## config.mk

```make
export PLATFORM = sky130hd
export DESIGN_NAME = prio_arbiter_rr
export DESIGN_NICKNAME = d
export VERILOG_FILES = /design/src/rtl/prio_arbiter_rr.sv
export SDC_FILE = /design/constraint.sdc
export NUM_CORES = 1
export LEC_CHECK = 0
export CORE_ASPECT_RATIO = 1.2
export CORE_MARGIN = 10
export CORE_UTILIZATION = 67
export CTS_BUF_LIST = sky130_fd_sc_hd__clkbuf_2 sky130_fd_sc_hd__clkbuf_4 sky130_fd_sc_hd__clkbuf_8
export DETAILED_ROUTE_END_ITERATION = 6
export DONT_BUFFER_PORTS = 1
export GPL_TIMING_DRIVEN = 1
export MAX_ROUTING_LAYER = met4
export PLACE_DENSITY = 0.83
export SLEW_MARGIN = 15
export SYNTH_ARGS = -nofsm -noshare
export SYNTH_HDL_FRONTEND = slang
export SYNTH_SLANG_ARGS = --single-unit
```

## constraint.sdc

```tcl
create_clock -name clk -period 18.9 [get_ports clk]
set_input_delay 5.67 -clock clk [delete_from_list [all_inputs] [get_ports clk]]
set_output_delay 5.67 -clock clk [all_outputs]
set_load 0.01 [all_outputs]
```

## src/rtl/prio_arbiter_rr.sv

```systemverilog
// N-channel priority arbiter, fixed (highest index wins) or round-robin, with registered idx/grant.
// Latency: req/mode sampled on a load edge, grant visible one cycle later.
// Backpressure: while valid && !ready the grant register and its mode bit are frozen and req/mode are ignored.
module prio_arbiter_rr #(
  parameter int N = 8,
  parameter int W = $clog2(N)
) (
  input  logic         clk,
  input  logic         rst_n,
  input  logic         mode,
  input  logic [N-1:0] req,
  input  logic         ready,
  output logic         valid,
  output logic [W-1:0] idx,
  output logic [N-1:0] grant
);

  // Output register and round-robin state
  logic         r_valid;
  logic [W-1:0] r_idx;
  logic [N-1:0] r_grant;
  logic [W-1:0] r_ptr;
  logic         r_mode;   // mode that produced the grant currently held

  logic         w_accept;
  logic         w_load;
  logic [W-1:0] w_idx_dec;
  logic [W-1:0] w_ptr_nxt;
  logic [W-1:0] w_start;
  logic         w_found;
  logic [W-1:0] w_win;
  logic [N-1:0] w_onehot;
  int           w_dist;
  int           w_best;

  assign w_accept = r_valid && ready;
  assign w_load   = !r_valid || ready;

  // Channel just served drops to lowest priority; index 0 wraps to N-1.
  assign w_idx_dec = (r_idx == '0) ? W'(N - 1) : (r_idx - W'(1));

  // Forward the pointer update so a load coincident with an accept already
  // searches from the post-accept position (strict rotation under all-ones req).
  assign w_ptr_nxt = (w_accept && r_mode) ? w_idx_dec : r_ptr;

  // Winner search: the set channel closest (downward, with wrap) to the start point.
  // Fixed mode is the same search starting at N-1.
  always_comb begin
    w_start = mode ? w_ptr_nxt : W'(N - 1);
    w_found = 1'b0;
    w_win   = '0;
    w_best  = N;
    w_dist  = 0;
    for (int j = 0; j < N; j++) begin
      if (int'(w_start) >= j) begin
        w_dist = int'(w_start) - j;
      end else begin
        w_dist = int'(w_start) + N - j;
      end
      if (req[j] && (w_dist < w_best)) begin
        w_best  = w_dist;
        w_win   = W'(j);
        w_found = 1'b1;
      end
    end
  end

  assign w_onehot = w_found ? (N'(1) << w_win) : '0;

  // State update: synchronous reset first, then pointer advance and grant load when the slot is free.
  always_ff @(posedge clk) begin
    if (!rst_n) begin
      r_valid <= 1'b0;
      r_idx   <= '0;
      r_grant <= '0;
      r_ptr   <= W'(N - 1);
      r_mode  <= 1'b0;
    end else begin
      r_ptr <= w_ptr_nxt;
      if (w_load) begin
        r_valid <= w_found;
        r_idx   <= w_win;
        r_grant <= w_onehot;
        r_mode  <= mode;
      end
    end
  end

  assign valid = r_valid;
  assign idx   = r_idx;
  assign grant = r_grant;

endmodule

```

After elaboration in Yosys (flattened, before gate mapping)
Cells that the tools add are included.
{ "op_classes": {"n_addsub": 16, "multipliers": 0, "div": 0, "magnitude_cmp": 15, "eq_ne": 0, "shift": 1, "mux": 33, "bitwise_logic": 0, "reduce_logical": 13} }
{ "ops": {"columns": ["cell", "count"], "rows": [
  ["2-to-1 mux 32 bit", 13],
  ["less-than comparator 32 bit", 7],
  ["subtractor 32 x 4 -> 32 bit, second input constant", 3],
  ["subtractor 32 x 3 -> 32 bit, second input constant", 2],
  ["subtractor 32 x 2 -> 32 bit, second input constant", 1],
  ["2-to-1 mux 3 bit", 9],
  ["subtractor 3 x 3 -> 4 bit, second input constant", 4],
  [">= comparator 3 bit, second input constant", 4],
  ["logical AND 1 bit", 10],
  ["2-to-1 mux 1 bit", 9],
  ["2-to-1 mux 8 bit", 1],
  ["left shift 1 x 3 -> 8 bit, first input constant", 1],
  ["subtractor 3 x 2 -> 4 bit, second input constant", 2],
  [">= comparator 3 x 2 -> 1 bit, second input constant", 2],
  ["subtractor 5 x 3 -> 6 bit, second input constant", 1],
  ["adder 3 x 4 -> 5 bit, second input constant", 1],
  ["less-than comparator 3 x 4 -> 1 bit, second input constant", 1],
  ["2-to-1 mux 4 bit", 1],
  ["subtractor 3 x 1 -> 4 bit, second input constant", 1],
  [">= comparator 3 x 1 -> 1 bit, second input constant", 1],
  ["zero test 3 bit", 1],
  ["subtractor 3 x 1 -> 3 bit, second input constant", 1],
  ["zero test 1 bit", 1],
  ["logical OR 1 bit", 1]
]} }
{ "totals": {"ff_bits": 16, "latchBits": 0, "ramBits": 0, "mem_bits_ro": 0, "in_bits": 12, "out_inout_bits": 12, "wordCells": 83, "n_memories": 0} }

Logic depth before layout (Yosys ltp)
{ "depth": {"ltp_word": 30, "ltp_mapped": 63} }

Worst setup path before layout
OpenSTA, ideal clock, no wires.
{ "synth_timing": {"path_kind": "input to register", "startpoint": "input ready", "endpoint": "register r_valid, in the netlist valid", "arrival_ps": 17080, "path_slack_ps": 1700, "path_stages": 55, "n_path_buf": 1, "cell_sequence": "and3_4 o211ai_1 inv_1 ha_1 and2_1 ha_1 inv_1 ha_1 or3b_1 nor3b_1 a211o_1 mux2_4 ha_1 nand2_1 nor3_1 a211oi_2 mux2_2 ha_1 (+19 left out) buf_2 mux2i_1 ha_1 nand2_1 a2111oi_0 nand3_1 a211o_1 o21ai_0 a2111oi_4 mux2_2 ha_1 a21o_1 a21oi_1 o21ai_0 o21ai_0 a41oi_1 nand2_2 o31a_1"} }
{ "synth_via": {"elab_chain_len": 28, "word_cells_on_any_way": 65, "classes_between": "add/sub: 15; order compare: 15; mux: 24; reduce/logical: 11"} }
{ "synth_lines": {"columns": ["item", "line_no", "source"], "rows": [
  ["from (decl)", "12", "input logic ready,"],
  ["logical AND 1 bit", "36", "assign w_accept = r_valid && ready;"],
  ["logical AND 1 bit", "44", "assign w_ptr_nxt = (w_accept && r_mode) ? w_idx_dec : r_ptr;"],
  ["2-to-1 mux 3 bit", "44", null],
  ["2-to-1 mux 3 bit", "49", "w_start = mode ? w_ptr_nxt : W'(N - 1);"],
  ["adder 3 x 4 -> 5 bit / less-than comparator 3 x 4 -> 1 bit (equally long branches)", "58, 60", null],
  ["subtractor 32 x 2 -> 32 bit / logical AND 1 bit (equally long branches)", "58, 60", null],
  ["2-to-1 mux 32 bit / 2-to-1 mux 4 bit (equally long branches)", "55, 60", null],
  ["less-than comparator 32 bit", "60", "if (req[j] && (w_dist < w_best)) begin"],
  ["(+12 left out)", null, null],
  ["logical AND 1 bit", "60", null],
  ["2-to-1 mux 32 bit", "60", null],
  ["less-than comparator 32 bit", "60", null],
  ["logical AND 1 bit", "60", null],
  ["2-to-1 mux 32 bit", "60", null],
  ["less-than comparator 32 bit", "60", null],
  ["logical AND 1 bit", "60", null],
  ["2-to-1 mux 1 bit", "60", null],
  ["to (signal assigned)", "81", "r_valid <= w_found;"],
  ["to (decl)", "19", "logic r_valid;"]
]} }
Parallel ways exist; a longest one is shown, timed or not.
A chain may end at the register's enable or synchronous reset.

Worst setup path in the final report
Ends and elaborated chain as after synthesis.

==> impl_metrics.tcl <==
set metrics [dict create \
    status "finished clean" \
    p_leak_nw 1.20 \
    hold_path.class "reg -> reg" \
    maxSlewViolCount 0 \
    seq_power_share_pct 24.2 \
    antenna_found_initial 0 \
    die_area_um2 6520 \
    place_hpwl_um 5130 \
    hold_start "grant[3]" \
    power_density_nw_per_um2 72.0 \
    syn_inst 308 \
    synth_ff_type "dfxtp_1" \
    dpl_cell_area_um2 2490 \
    power.net_switching_mw 0.0820 \
    dp_cells 344 \
    start_util_pct 68.4 \
    yosysWarnings 0 \
    p_int_mw 0.102 \
    slew-limit-headroom_pct 56.8 \
    yosysUniqueCellTypes 74 \
    reg2reg_depth 58 \
    insertion_delay_ps 250 \
    fin_cells 348 \
    clock_path_buffers 2 \
    fin_crit_ps 18050 \
    grt_pass1_vias 2284 \
    r2r_slack_ps 5330 \
    yosysSeqAreaShare_pct 13.0 \
    drt_iter0_drc 199 \
    crit_slowest_cell "a2111oi_1" \
    rsz0062_at_grt "false" \
    setup_violations 0 \
    holdPathEnd "grant[3]" \
    hold_depth 2 \
    syn_area_um2 2470 \
    tritoncts.num_buffers 3 \
    final_core_util_pct 71.0 \
    clock.fmax_mhz 55.4 \
    critPathKind "in -> reg" \
    drt.antenna.violating_nets 0 \
    cp_common_cell "ha_1" \
    r2r_start "idx[0]" \
    fin_ws_ps 851 \
    clk_pin_slew_worst_paths_ps 60 \
    wl_um 6360 \
    worstSetupStartpoint "ready" \
    max-vdd-ir-drop_v 0.0000285 \
    synthArstFlopShare_pct 0 \
    fin_nets 364 \
    synth_edf_count 0 \
    crit_path_end_kind "flop" \
    floorplan.die.height_um 86.5 \
    cpPeakStageDelay_ps 510 \
    gp_congestion 0.977 \
    std_cell_rows 24 \
    portBuffers 0 \
    syn_area_per_cell_um2 8.01 \
    grt_max_degree 20 \
    period_share_pct 95.5 \
    cts_setup_buffers 0 \
    tightest_slew_ps 648 \
    antenna_cells 0 \
    p_sw_share_pct 44.5 \
    syn_to_final_growth_pct 3.75 \
    drc_errors 0 \
    ys_ff_latch 16 \
    grt_overflow_total 0 \
    drv_cap 0 \
    fin_setup_tns_ps 0 \
    boundaryPins 24 \
    power_frac_comb_pct 59.4 \
    rr_endpoint "valid" \
    wl_per_cell_um 18.3 \
    core_um2 3600 \
    cpLargestDelayFamily "compound AO/OA/AOI/OAI gates" \
    fin_area_um2 2560 \
    cp.required_ps 19040 \
    cts-htree-levels 1 \
    cts_tree "done" \
    drive_above_1_share_pct 10.0 \
    die_x_um 75.4 \
    skew_ps 2.19 \
    worstPathArrival_ps 18190 \
    vias 2346 \
    cts-root-buf "clkbuf_8" \
    grt.total_usage_pct 20.5 \
    worstPathMaxFanout 10 \
    critical_path_buf_inv_count 4 \
    crit_path_start_kind "input pin" \
    cts_sinks 16 \
    power_frac_clock_pct 16.4 \
    grt_first_pass_wirelength_um 10500 \
    hold_violations 0 \
    viasPerCell 6.74 \
    fill_cells 285 \
    dr.pass1.iters 4 \
    pre_cts_ws_ps 641 \
]
[placed cells by master, fill, tap and decap left out, types with 8 or more instances in the layout]
| master | count |
|---|---|
| nor2b_1 | 8 |
| a21oi_1 | 8 |
| nand2b_1 | 9 |
| nor2_1 | 17 |
| o21ai_0 | 16 |
| ha_1 | 42 |
| nand2_1 | 28 |
| dfxtp_1 | 16 |
| inv_1 | 29 |
| nand3_1 | 17 |
[tightest hold or removal path, cell delays in order, from the launching register on]
cell and delay [ps]:
dfxtp_1 340, nand3_1 70, o31ai_1 60
[cell usage after synthesis (all sizes together), types with 4 or more instances]
cell type  instances  area (um^2)
a211o              5         43.8
a211oi             5         42.5
a21o               4         30.0
a21oi              8         40.0
and2               5         33.8
buf                4         31.3
dfxtp             16          320
ha                42          526
inv               30          113
mux2               6         78.8
mux2i              7         70.1
nand2             29          111
nand2b             9         56.3
nand3             17         85.1
nor2              17         63.8
nor2b              9         58.8
nor3               4         31.3
o211ai             6         45.0
o21a               5         37.5
o21ai             21          120
o31ai              5         37.5
[metal layers]
layer,part of all wire [%],track usage [%]
met1,42,22.9
met2,50,34.9
met3,5.3,2.40
met4,3.0,9.48
met5,0,-
[what timing repair did]
action	CTS	global route
endpoints found under the setup margin	0	11
hold buffers	0	0
resized for setup	0	3
[flip-flops by register name, indices dropped and copies added (netlist names)]
register,flops
grant,8
idx,3
r_ptr,3
r_mode,1
valid,1
[through the flow]
step	power [mW]	hold WS (ps)
after detailed placement	0.151	501
after floorplan	0.129	448
after CTS	0.182	518
after global routing	0.199	534
final	0.184	513
after global placement	0.148	468
[power by group through the flow]
stage	Clock [mW]	Combinational, mW	Sequential, mW
finish	0.0302	0.109	0.0446
global placement	0	0.103	0.0454
global route	0.0317	0.122	0.0453
CTS	0.0303	0.107	0.0448
detailed placement	0	0.105	0.0456
floorplan	0	0.0853	0.0439
[worst max path at each step]
| stage | end | slack (ps) | cells past startpoint |
|---|---|---|---|
| floorplan | valid | 1700 | 55 |
| global placement | valid | 790 | 55 |
| detailed placement | valid | 640 | 55 |
| CTS | valid | 820 | 55 |
| global route | idx[0] | 10 | 57 |
| finish | valid | 850 | 55 |
[area by class of cell]
| cell class | instances | area (um^2) | area share [%] |
|---|---|---|---|
| clock buffers | 4 | 55.1 | 2.15 |
| inverters | 30 | 113 | 4.40 |
| multi-input cells | 257 | 2010 | 78.4 |
| flip-flops and latches | 16 | 320 | 12.5 |
| well taps | 39 | 48.8 | 1.91 |
| repair buffers | 2 | 15.0 | 0.587 |
[cells by family after synthesis]
| group | synth area share [%] |
|---|---|
| xor+xnor | 0.355 |
| compound gates | 26.7 |
| simple gates | 26.3 |
| flops | 13.0 |
| fa+ha+maj | 21.3 |
| buf+inv | 6.14 |
| mux | 6.04 |
| other cells | 0.152 |
Power figures use the tool's default switching activity.
